$ cat config.mk
export PLATFORM = sky130hd
export DESIGN_NAME = lkp_arb_ctrl
export DESIGN_NICKNAME = d
export VERILOG_FILES = /design/src/rtl/c_module_pkg.sv /design/src/rtl/lkp_rr_arb.sv /design/src/rtl/lkp_arb_ctrl.sv
export SDC_FILE = /design/constraint.sdc
export NUM_CORES = 1
export LEC_CHECK = 0
export ABC_CLOCK_PERIOD_IN_PS = 11500
export BUFFER_PORTS_ARGS = -buffer_cell sky130_fd_sc_hd__buf_2
export CAP_MARGIN = 15
export CORE_AREA = 4 4 162 164
export DETAILED_ROUTE_END_ITERATION = 16
export DIE_AREA = 0 0 166 168
export PLACE_DENSITY = 0.71
export SYNTH_ARGS = -nofsm -noshare
export SYNTH_HDL_FRONTEND = slang
export SYNTH_SLANG_ARGS = --single-unit
$ cat constraint.sdc
create_clock -name clk -period 11.5 [get_ports clk]
set_input_delay 1.15 -clock clk [delete_from_list [all_inputs] [get_ports clk]]
set_output_delay 1.15 -clock clk [all_outputs]
set_load 0.02 [all_outputs]
$ cat src/rtl/c_module_pkg.sv
// Shared definitions for the lookup arbiter/controller.
// Holds the default parameter values and the owner-table entry type that
// records which requester allocated a given lookup ID.
package c_module_pkg;

  localparam int NUM_REQ_DEF = 4;   // lookup requesters
  localparam int ID_W_DEF    = 4;   // request ID width (16 outstanding IDs)
  localparam int INFO_W_DEF  = 64;  // lookup info width
  localparam int RSLT_W_DEF  = 32;  // lookup result width

  // Owner index storage is sized generously so NUM_REQ can be overridden
  // (up to 256 requesters) without touching the package.
  localparam int OWNER_W = 8;

  typedef struct packed {
    logic [OWNER_W-1:0] idx;  // requester that owns the ID
  } owner_entry_t;

endpackage

$ cat src/rtl/lkp_rr_arb.sv
// Round-robin arbiter.
// Ports:
//   clk, rst : clock and synchronous active-high reset
//   req      : request vector
//   adv      : advance the pointer past the current winner (request accepted)
//   grant    : one-hot grant (zero when no request)
//   idx      : index of the granted requester
// The search starts at the pointer; the pointer moves to winner+1 only when
// adv is high, so a refused grant is offered again to the same requester.
module lkp_rr_arb #(
  parameter int NUM_REQ = 4,
  parameter int IDX_W   = 2
) (
  input  logic               clk,
  input  logic               rst,
  input  logic [NUM_REQ-1:0] req,
  input  logic               adv,
  output logic [NUM_REQ-1:0] grant,
  output logic [IDX_W-1:0]   idx
);

  logic [IDX_W-1:0] ptr_reg;
  logic             found;

  always_comb begin
    grant = '0;
    idx   = '0;
    found = 1'b0;
    for (int off = 0; off < NUM_REQ; off++) begin
      int cand;
      cand = int'(ptr_reg) + off;
      if (cand >= NUM_REQ) cand = cand - NUM_REQ;
      if (!found && req[cand]) begin
        found       = 1'b1;
        grant[cand] = 1'b1;
        idx         = IDX_W'(cand);
      end
    end
  end

  always_ff @(posedge clk) begin
    if (rst) begin
      ptr_reg <= '0;
    end else if (adv) begin
      ptr_reg <= (idx == IDX_W'(NUM_REQ - 1)) ? '0 : idx + 1'b1;
    end
  end

endmodule

$ cat src/rtl/lkp_arb_ctrl.sv
// Lookup arbiter/controller.
// Arbitrates NUM_REQ requesters onto a single lookup channel towards A,
// tagging each accepted request with the lowest free ID, and routes A's
// responses (any order) back to the requester that owns the ID.
// Ports:
//   clk, rst                      : clock, synchronous active-high reset
//   req_vld/req_info/req_rdy      : per-requester request handshake
//   c2a_lkp_vld/info/req_id       : registered request slot towards A
//   a2c_lkp_rdy                   : A accepts the slot contents
//   a2c_lkp_rsp_vld/rsp_id/rslt   : responses from A (no backpressure)
//   rsp_vld/rsp_rslt/rsp_req_id   : registered one-hot response to owner
//   outstanding                   : number of allocated IDs
//   err_unalloc                   : sticky, response for an unallocated ID
module lkp_arb_ctrl
  import c_module_pkg::*;
#(
  parameter int NUM_REQ = NUM_REQ_DEF,
  parameter int ID_W    = ID_W_DEF,
  parameter int INFO_W  = INFO_W_DEF,
  parameter int RSLT_W  = RSLT_W_DEF
) (
  input  logic                      clk,
  input  logic                      rst,
  input  logic [NUM_REQ-1:0]        req_vld,
  input  logic [NUM_REQ*INFO_W-1:0] req_info,
  output logic [NUM_REQ-1:0]        req_rdy,
  output logic                      c2a_lkp_vld,
  output logic [INFO_W-1:0]         c2a_lkp_info,
  output logic [ID_W-1:0]           c2a_lkp_req_id,
  input  logic                      a2c_lkp_rdy,
  input  logic                      a2c_lkp_rsp_vld,
  input  logic [ID_W-1:0]           a2c_lkp_rsp_id,
  input  logic [RSLT_W-1:0]         a2c_lkp_rslt,
  output logic [NUM_REQ-1:0]        rsp_vld,
  output logic [RSLT_W-1:0]         rsp_rslt,
  output logic [ID_W-1:0]           rsp_req_id,
  output logic [ID_W:0]             outstanding,
  output logic                      err_unalloc
);

  localparam int NUM_IDS = 1 << ID_W;
  localparam int IDX_W   = (NUM_REQ > 1) ? $clog2(NUM_REQ) : 1;

  logic [NUM_IDS-1:0] busy_reg, busy_next;
  owner_entry_t       owner_reg [NUM_IDS];
  logic [ID_W:0]      outstanding_reg;
  logic               c2a_vld_reg;
  logic [INFO_W-1:0]  c2a_info_reg;
  logic [ID_W-1:0]    c2a_id_reg;
  logic [NUM_REQ-1:0] rsp_vld_reg;
  logic [RSLT_W-1:0]  rsp_rslt_reg;
  logic [ID_W-1:0]    rsp_id_reg;
  logic               err_reg;

  logic               slot_free, id_avail, accept_ok, accept;
  logic [NUM_REQ-1:0] grant;
  logic [IDX_W-1:0]   win_idx;
  logic [INFO_W-1:0]  win_info;
  logic [ID_W-1:0]    free_id;
  logic               rsp_hit, rsp_miss;
  logic [OWNER_W-1:0] rsp_owner;
  logic [NUM_REQ-1:0] rsp_onehot;

  // The slot can take a new request if empty or being drained this cycle.
  assign slot_free = !c2a_vld_reg || a2c_lkp_rdy;
  assign id_avail  = ~&busy_reg;
  assign accept_ok = slot_free && id_avail && !rst;
  assign req_rdy   = accept_ok ? grant : '0;
  assign accept    = accept_ok && (|grant);
  assign win_info  = req_info[win_idx*INFO_W +: INFO_W];

  lkp_rr_arb #(
    .NUM_REQ (NUM_REQ),
    .IDX_W   (IDX_W)
  ) u_arb (
    .clk   (clk),
    .rst   (rst),
    .req   (req_vld),
    .adv   (accept),
    .grant (grant),
    .idx   (win_idx)
  );

  // Lowest-numbered free ID; scanning downwards leaves the lowest hit last.
  always_comb begin
    free_id = '0;
    for (int i = NUM_IDS - 1; i >= 0; i--) begin
      if (!busy_reg[i]) free_id = ID_W'(i);
    end
  end

  // Responses are judged against the pre-update bitmap, so an ID freed by a
  // response only becomes allocatable once busy_reg has been updated.
  assign rsp_hit   = a2c_lkp_rsp_vld &&  busy_reg[a2c_lkp_rsp_id];
  assign rsp_miss  = a2c_lkp_rsp_vld && !busy_reg[a2c_lkp_rsp_id];
  assign rsp_owner = owner_reg[a2c_lkp_rsp_id].idx;

  always_comb begin
    rsp_onehot = '0;
    for (int i = 0; i < NUM_REQ; i++) begin
      rsp_onehot[i] = (rsp_owner == OWNER_W'(i));
    end
  end

  // Allocation always picks a free ID and a hit always targets a busy one,
  // so the set and clear below never collide.
  always_comb begin
    busy_next = busy_reg;
    if (accept)  busy_next[free_id]        = 1'b1;
    if (rsp_hit) busy_next[a2c_lkp_rsp_id] = 1'b0;
  end

  for (genvar gi = 0; gi < NUM_IDS; gi++) begin : g_owner
    always_ff @(posedge clk) begin
      if (rst) begin
        owner_reg[gi] <= '0;
      end else if (accept && free_id == ID_W'(gi)) begin
        owner_reg[gi] <= '{idx: OWNER_W'(win_idx)};
      end
    end
  end

  always_ff @(posedge clk) begin
    if (rst) begin
      busy_reg        <= '0;
      outstanding_reg <= '0;
      c2a_vld_reg     <= 1'b0;
      c2a_info_reg    <= '0;
      c2a_id_reg      <= '0;
      rsp_vld_reg     <= '0;
      rsp_rslt_reg    <= '0;
      rsp_id_reg      <= '0;
      err_reg         <= 1'b0;
    end else begin
      busy_reg <= busy_next;

      case ({accept, rsp_hit})
        2'b10:   outstanding_reg <= outstanding_reg + 1'b1;
        2'b01:   outstanding_reg <= outstanding_reg - 1'b1;
        default: ;
      endcase

      // Slot contents only change on a new acceptance, which keeps them
      // stable while A stalls.
      if (accept) begin
        c2a_vld_reg  <= 1'b1;
        c2a_info_reg <= win_info;
        c2a_id_reg   <= free_id;
      end else if (a2c_lkp_rdy) begin
        c2a_vld_reg  <= 1'b0;
      end

      rsp_vld_reg <= rsp_hit ? rsp_onehot : '0;
      if (rsp_hit) begin
        rsp_rslt_reg <= a2c_lkp_rslt;
        rsp_id_reg   <= a2c_lkp_rsp_id;
      end

      if (rsp_miss) err_reg <= 1'b1;
    end
  end

  assign c2a_lkp_vld    = c2a_vld_reg;
  assign c2a_lkp_info   = c2a_info_reg;
  assign c2a_lkp_req_id = c2a_id_reg;
  assign rsp_vld        = rsp_vld_reg;
  assign rsp_rslt       = rsp_rslt_reg;
  assign rsp_req_id     = rsp_id_reg;
  assign outstanding    = outstanding_reg;
  assign err_unalloc    = err_reg;

endmodule

==> results of run 1 <==
==> cell type report <==
class / instances / area (µm²)
multi-input cells: 950 / 5120
diodes: 8 / 20.0
repair buffers: 427 / 2160
inverters: 14 / 52.6
clock inverters: 13 / 148
flip-flops and latches: 165 / 3620
well taps: 330 / 413
fillers: 2507 / 12900
clock buffers: 19 / 475
==> per-stage QoR <==
stage	total power, mW	utilization	hold WS (ns)	std cells	area, µm²
after floorplan	1.79	-	0.471	1226	9180
after global placement	2.22	0.457	0.438	1886	11400
after detailed placement	2.24	0.457	0.443	1886	11400
after CTS	2.84	0.482	0.453	1918	12000
after global routing	3.01	0.483	0.469	1925	12000
final	2.83	0.483	0.450	1926	12000
==> synth_stat cells, types with 3 or more instances <==
cell type  instances
nand2_1          355
nand3_1          201
dfxtp_1          133
nor2_1            89
a21oi_1           84
clkbuf_1          57
mux2i_1           41
buf_2             35
edfxtp_1          32
o21ai_0           30
o21bai_1          16
mux4_2            14
inv_1             13
nand3b_1          13
ha_1              11
nand4_1           10
nor3_1             7
nor2b_1            6
a31oi_1            4
and4_1             4
buf_1              4
mux2_2             4
nand2b_1           4
o31ai_1            4
a211oi_1           3
a21o_1             3
and3_1             3
o211ai_1           3
or3b_1             3
xor2_1             3
==> cells by family (layout without fill, tap and decap cells) <==
group	Yosys count	after routing	synth area share
buf+inv	111	473	0.0506
simple gates	709	709	0.340
mux	59	59	0.0839
xor+xnor	5	5	0.00477
compound gates	165	165	0.109
fa+ha+maj	12	12	0.0172
other cells	0	8	0
flops	165	165	0.395
==> power groups by stage <==
| stage | registers (mW) | clock network, mW | logic, mW |
|---|---|---|---|
| after CTS | 0.787 | 0.609 | 1.45 |
| after detailed placement | 0.798 | 0 | 1.44 |
| after floorplan | 0.916 | 0 | 0.874 |
| after global placement | 0.793 | 0 | 1.43 |
| final | 0.788 | 0.599 | 1.44 |
| after global routing | 0.804 | 0.633 | 1.58 |
==> critical path, cell delays in order (launching register included) <==
cell and delay [ns]:
dfxtp_1 0.75, inv_1 0.24, ha_1 0.47, or3b_1 0.47, a2111oi_4 0.53, o21ai_0 0.21, and4_1 0.28, a41oi_4 0.27
inv_2 0.06, ha_1 0.24, inv_1 0.12, fa_1 0.22, inv_1 0.05, a21o_1 0.17, a21oi_1 0.16, xnor2_1 0.09
or3_1 0.31, a21oi_1 0.14
==> metal layers <==
layer  track usage  vias up  part of all wire
li1              -     4924                 -
met1         0.281     4701              0.38
met2         0.385      505              0.48
met3        0.0927       94              0.11
met4        0.0836       24             0.030
met5             0        -            0.0042
==> worst paths after layout <==
check,start,endpoint,slack (ns),cells after the start
worst max-delay path,flop,outstanding[4],6.64,17
worst min-delay path,c2a_lkp_info[56],c2a_lkp_info[56],0.45,2
worst max register to register,flop,outstanding[4],6.64,17
worst min register to register,c2a_lkp_info[56],c2a_lkp_info[56],0.45,2
==> metrics, run 1 <==
run status=complete, no violations; dominant cell type by area after synthesis=dfxtp_1; antenna violations before repair=22; Tcrit/Tclk final=0.422; Hold/Removal Path Class=flop to flop; detailed-routing iteration count for the pre-antenna-repair pass=5; Worst-Margin Slew=1.06 ns; kind of end point of the critical path=flop; total number of vias=10200; post-CTS repair timing setup buffer count=0; achievable frequency=0.206 GHz; register area share after synthesis=0.395; routed length per placed instance=18.1 µm; # clock sinks=165; net switching share of the total power=0.480; arrival time at the worst endpoint=5.21 ns; type of the worst setup path=flop to flop; critical path launch point type=flop; HPWL after DPL=25600 µm; Yosys top cell area share=0.290; buffer cell driving the clock tree root=clkbuf_16; minimum clock period after layout=4.86 ns; design internal power=1.47 mW; async set-reset flop share out of synthesis=0; highest-count cells in the layout ignoring fill and taps=417 x buf_2, 355 x nand2_1, 201 x nand3_1; switching power summed over all nets=1.36 mW; Yosys warning count=0; Placer Congestion=0.953; Leak Pwr=5.67 nW; number of maximum-capacitance violations=0; number of clock buffers inserted by TritonCTS=17; die boundary height=about 170 µm; Total Nets Final=1887; fin. max-slew vios=0; part of the total power dissipated in combinational logic=0.509; share of post-route cells with drive strength above 1=0.306; nets in the synthesized netlist=1538; DP Worst Slack=about 6.7 ns; Port Buffers=418; Worst Slack Setup Final=6.64 ns; clock transition at the register clock pins on the worst setup and hold paths after CTS=0.07 ns; Post-Synthesis Cells=1226; number of distinct library cell variants in the gate-level netlist after synthesis=56; Placeable Area=between 20000 and 25000 µm²; effective utilization at floorplan=0.369; Post-Route WL=34900 µm; number of synthesized register bits=around 170; DRC violations left=0; Flop pwr share=0.279; area growth from synthesis to final layout=30.9%; Post-Synthesis Cell Area=roughly 9000 µm²; Hold Buf Count CTS=0; Die Footprint=around 28000 µm²; RSZ-0062 raised after global routing=false; DIE WIDTH=166 µm; most common flop cell mapped by yosys=dfxtp_1; most common library cell in the layout ignoring fill and taps=buf_2; number of H-tree levels=4; number of gates resized after CTS=0; clock latency reported for the late side of the worst-skew pair=0.44 ns; overflow left after global routing=0; TritonCTS clock tree=built; IR Drop Worst-Case VDD=0.129 mV; floorplan row count=58; final setup violation count=0; count of pins on the block boundary=419; Post-synth EDFFs=32; Hold Vio Cnt, Final=0; maximum number of pins on one net before global-route repair=80; via count of the first global-routing pass=9766; relative max-transition margin=0.290; total power divided by cell area=235 nW/µm²; first-pass GRT wire length=52900 µm; initial drt markers=784; antenna-violating nets left=0; data required time of the worst path=11.85 ns; Syn Area/Cell=7.49 µm²; Final Skew=roughly 0.012 ns; drt via density=roughly 5.3; max reg flops=64; aggregate negative setup slack=0 ns; part of the total power dissipated in the clock network=0.212; top fanout value on the critical path=17; all-layer global routing usage=0.235; maximum buffer depth of the clock tree=2; synth top area cells=dfxtp_1 29%, nand2_1 15%, nand3_1 11%, edfxtp_1 10%, a21oi_1 4.6%
Note: power is estimated with default switching activity, not from simulation.
==> inputs of run 2 (changes only) <==
ABC_AREA = 1   (was not set)
ABC_CLOCK_PERIOD_IN_PS = 4100   (was 11500)
CORE_AREA = 4 4 160 162   (was 4 4 162 164)
DIE_AREA = 0 0 164 166   (was 0 0 166 168)
PLACE_DENSITY = 0.74   (was 0.71)
clock period = 4.1 ns   (was 11.5 ns; I/O delays follow)
==> metrics, run 2 <==
run status=complete, no violations; IR Drop Worst-Case VDD=0.447 mV (+250%); Final Skew=0.0191 ns (+0.00673 ns); most instantiated cells after synthesis=401 x nor2_1, 179 x nand2_1, 167 x o21ai_0; WP depth=22 (+5); floorplan row count=57 (-1.7%); Post-Synthesis Cells=1332 (+8.6%); reg2reg path depth=22 (+5); Post-Synthesis Cell Area=9170 µm² (-0.15%); DRC violations left=0 (unchanged); top fanout value on the critical path=8 (-9); drt via density=5.09 (-4.3%); flop-to-flop setup slack=0.40 ns (-6.24 ns); post-synthesis compound-gate area fraction=0.203 (+0.0946); Syn Area/Cell=6.88 µm² (-8.1%); Finished Cell Area=12100 µm² (+0.60%); achievable frequency=0.271 GHz (+31%); top-count cell post-synth=nor2_1; antenna violations before repair=16 (-27%); RSZ-0062 raised after global routing=false; maximum buffer depth of the clock tree=2 (unchanged); register area share after synthesis=0.395 (+0.000592); highest-count cells in the layout ignoring fill and taps=418 x buf_2, 401 x nor2_1, 179 x nand2_1; critical path launch point type=flop; max reg flops=64 (unchanged); nets in the synthesized netlist=1644 (+6.9%); aggregate negative setup slack=0 ns (unchanged); antenna-violating nets left=0 (unchanged); share of the synthesized netlist area taken by xor and xnor gates=0.00287 (-0.00190); total number of vias=10500 (+2.1%); detailed-routing iteration count for the pre-antenna-repair pass=5 (unchanged); Yosys top cell area share=0.290 (+0.000435); critical register-to-register path endpoint=outstanding[4]; combinational family with the most area after synthesis=simple AND/OR/NAND/NOR gates; HPWL after DPL=26100 µm (+2.3%); type of the worst setup path=flop to flop; Port Buffers=418 (unchanged); async set-reset flop share out of synthesis=0 (unchanged); Worst Slack Setup Final=0.405 ns (-6.24 ns); Tcrit/Tclk final=0.901 (+0.479); relative max-transition margin=0.446 (+0.156); count of buffer and inverter cells on the critical path=2 (-2); Hold Path Sink=rsp_rslt[10]; area used by sequential logic in the layout=3620 µm² (about the same); total power divided by cell area=747 nW/µm² (+220%); fin. max-slew vios=0 (unchanged); post-CTS repair timing setup buffer count=0 (unchanged); number of synthesized register bits=165 (unchanged); buffer cell driving the clock tree root=clkbuf_16; number of distinct library cell variants in the gate-level netlist after synthesis=41 (-27%); first-pass GRT wire length=52600 µm (-0.57%); post-synthesis adder-cell area fraction=0.0172 (+0.0000258); DP Worst Slack=0.432 ns (-6.31 ns); Worst Hold Launch=a2c_lkp_rslt[10]; multiplexer area fraction after synthesis=0 (-0.0839); Post-synth EDFFs=32 (unchanged); arrival time at the worst endpoint=4.01 ns (-1.20 ns); worst stage delay on the critical path=0.49 ns (-0.26 ns); Critical-path top delay cell=dfxtp_1; Placer Congestion=0.939 (-1.5%); number of maximum-capacitance violations=0 (unchanged); overflow left after global routing=0 (unchanged); Die Footprint=27200 µm² (-2.4%); clock transition at the register clock pins on the worst setup and hold paths after CTS=0.08 ns (about the same); Min-Delay Path Depth=3 (+1); number of clock buffers inserted by TritonCTS=17 (unchanged); maximum number of pins on one net before global-route repair=103 (+29%); crit path cell chain=inv_1, ha_1, inv_1, nand3_1, nand2_1, nand2_2, nor2_2, nand2_1, nand3_1, nor2_1, nand2_4, nand2_4, ha_1, ha_1, nand2_1, nor2_1, a211oi_1, nand2_1, nand2_1, nor2_1, o21ai_0, a21oi_1; area growth from synthesis to final layout=31.9%; most common library cell in the layout ignoring fill and taps=buf_2; share of post-route cells with drive strength above 1=0.298 (-0.00779); Hold/Removal Path Class=input port to flop; TritonCTS clock tree=built; die boundary height=166 µm (-1.2%); initial drt markers=650 (-17%); DIE WIDTH=164 µm (-1.2%); number of H-tree levels=4 (unchanged); via count of the first global-routing pass=9890 (+1.3%); Yosys warning count=0 (unchanged); Most Frequent Cell on Critical Path=nand2_1; minimum clock period after layout=3.70 ns (-1.16 ns); category of cells accounting for the largest share of critical-path delay=simple AND/OR/NAND/NOR gates; dominant cell type by area after synthesis=dfxtp_1; Total Nets Final=2019 (+7.0%); count of pins on the block boundary=419 (unchanged); data required time of the worst path=4.42 ns (-7.43 ns); Worst-Margin Slew=0.831 ns (-0.231 ns); basic-gate share of the synthesized area counting and, or, nand and nor cells=0.312 (-0.0279); Reg2Reg Launch Point=u_arb.ptr_reg[1]; Hold Vio Cnt, Final=0 (unchanged); most common flop cell mapped by yosys=dfxtp_1; # clock sinks=165 (unchanged); Post-Route WL=34600 µm (-0.80%); area of combinational cells with multiple inputs=4920 µm² (-4.1%); kind of end point of the critical path=flop; Leak Pwr=5.71 nW (+0.69%); final setup violation count=0 (unchanged); placement-stage cell area=11500 µm² (+0.92%); all-layer global routing usage=0.242 (+0.00746); Placeable Area=24100 µm² (-3.2%); filler instances=2451 (-2.2%); effective utilization at floorplan=0.380 (+0.0115); clock latency reported for the late side of the worst-skew pair=0.43 ns (about the same); routed length per placed instance=16.8 µm (-7.0%); synth top area cells=dfxtp_1 29%, nor2_1 16%, edfxtp_1 10%, o21ai_0 9.1%, nand2_1 7.3%
run 2: changes by cell type in the layout (fill, tap and decap cells not counted), moves of 39 or more:
cell and delta:
a21oi_1 -64, inv_1 +39, mux2i_1 -41, nand2_1 -176
nand3_1 -176, nor2_1 +313, o211ai_1 +61, o21ai_0 +137
or2_1 +45
run 2: worst min-delay path: stages:
cell     delay, ns
buf_2         0.07
o21ai_0       0.07
nor2_1        0.07
run 2: per-stage QoR:
| step | util | hold slack (ns) | power (mW) | instances |
|---|---|---|---|---|
| finish | 0.502 | 0.226 | 9.03 | 2055 |
| global route | 0.501 | 0.238 | 9.80 | 2051 |
| CTS | 0.500 | 0.212 | 9.06 | 2044 |
| detailed placement | 0.476 | 0.455 | 7.46 | 2012 |
| global placement | 0.476 | 0.447 | 7.36 | 2012 |
| floorplan | - | 0.455 | 6.05 | 1332 |
run 2: power by group:
group	leakage, nW	internal [mW]	switching (mW)
Clock	0.278	0.813	0.768
Combinational	4.02	1.85	3.48
Sequential	1.41	1.95	0.169
run 2: routing by layer:
layer / routed length [µm] / global-route usage
met4: 907 / 0.0828
met3: 3080 / 0.0742
met2: 17000 / 0.414
met1: 13500 / 0.288
met5: 94 / 0
run 2: final cells by class:
cell class,instances,share of cell area
diodes,11,0.00228
clock buffers,17,0.0352
clock inverters,15,0.0129
inverters,60,0.0189
multi-input cells,1023,0.407
flip-flops and latches,165,0.300
well taps,324,0.0335
repair buffers,440,0.191
run 2: how the worst max path moves through the flow:
stage                          start              to  slack, ns
floorplan                       flop  outstanding[4]       0.66
global placement                flop  outstanding[4]       0.56
detailed placement              flop  outstanding[4]       0.43
CTS                             flop  outstanding[4]       0.42
global route        u_arb.ptr_reg[1]  outstanding[4]      0.006
finish              u_arb.ptr_reg[1]  outstanding[4]       0.40
run 2: cells by family (layout without fill, tap and decap cells):
family,Yosys count,after routing
XOR/XNOR,3,3
other,0,11
AND/OR/NAND/NOR,693,693
AO/OA/AOI/OAI,315,315
buffers and inverters,144,532
flip-flops,165,165
adder cells (fa/ha/maj),12,12
run 2: repair_timing:
action,4_1_cts,5_1_grt
endpoints found under the setup margin,0,1
hold buffers,0,0
gates resized for setup,0,1
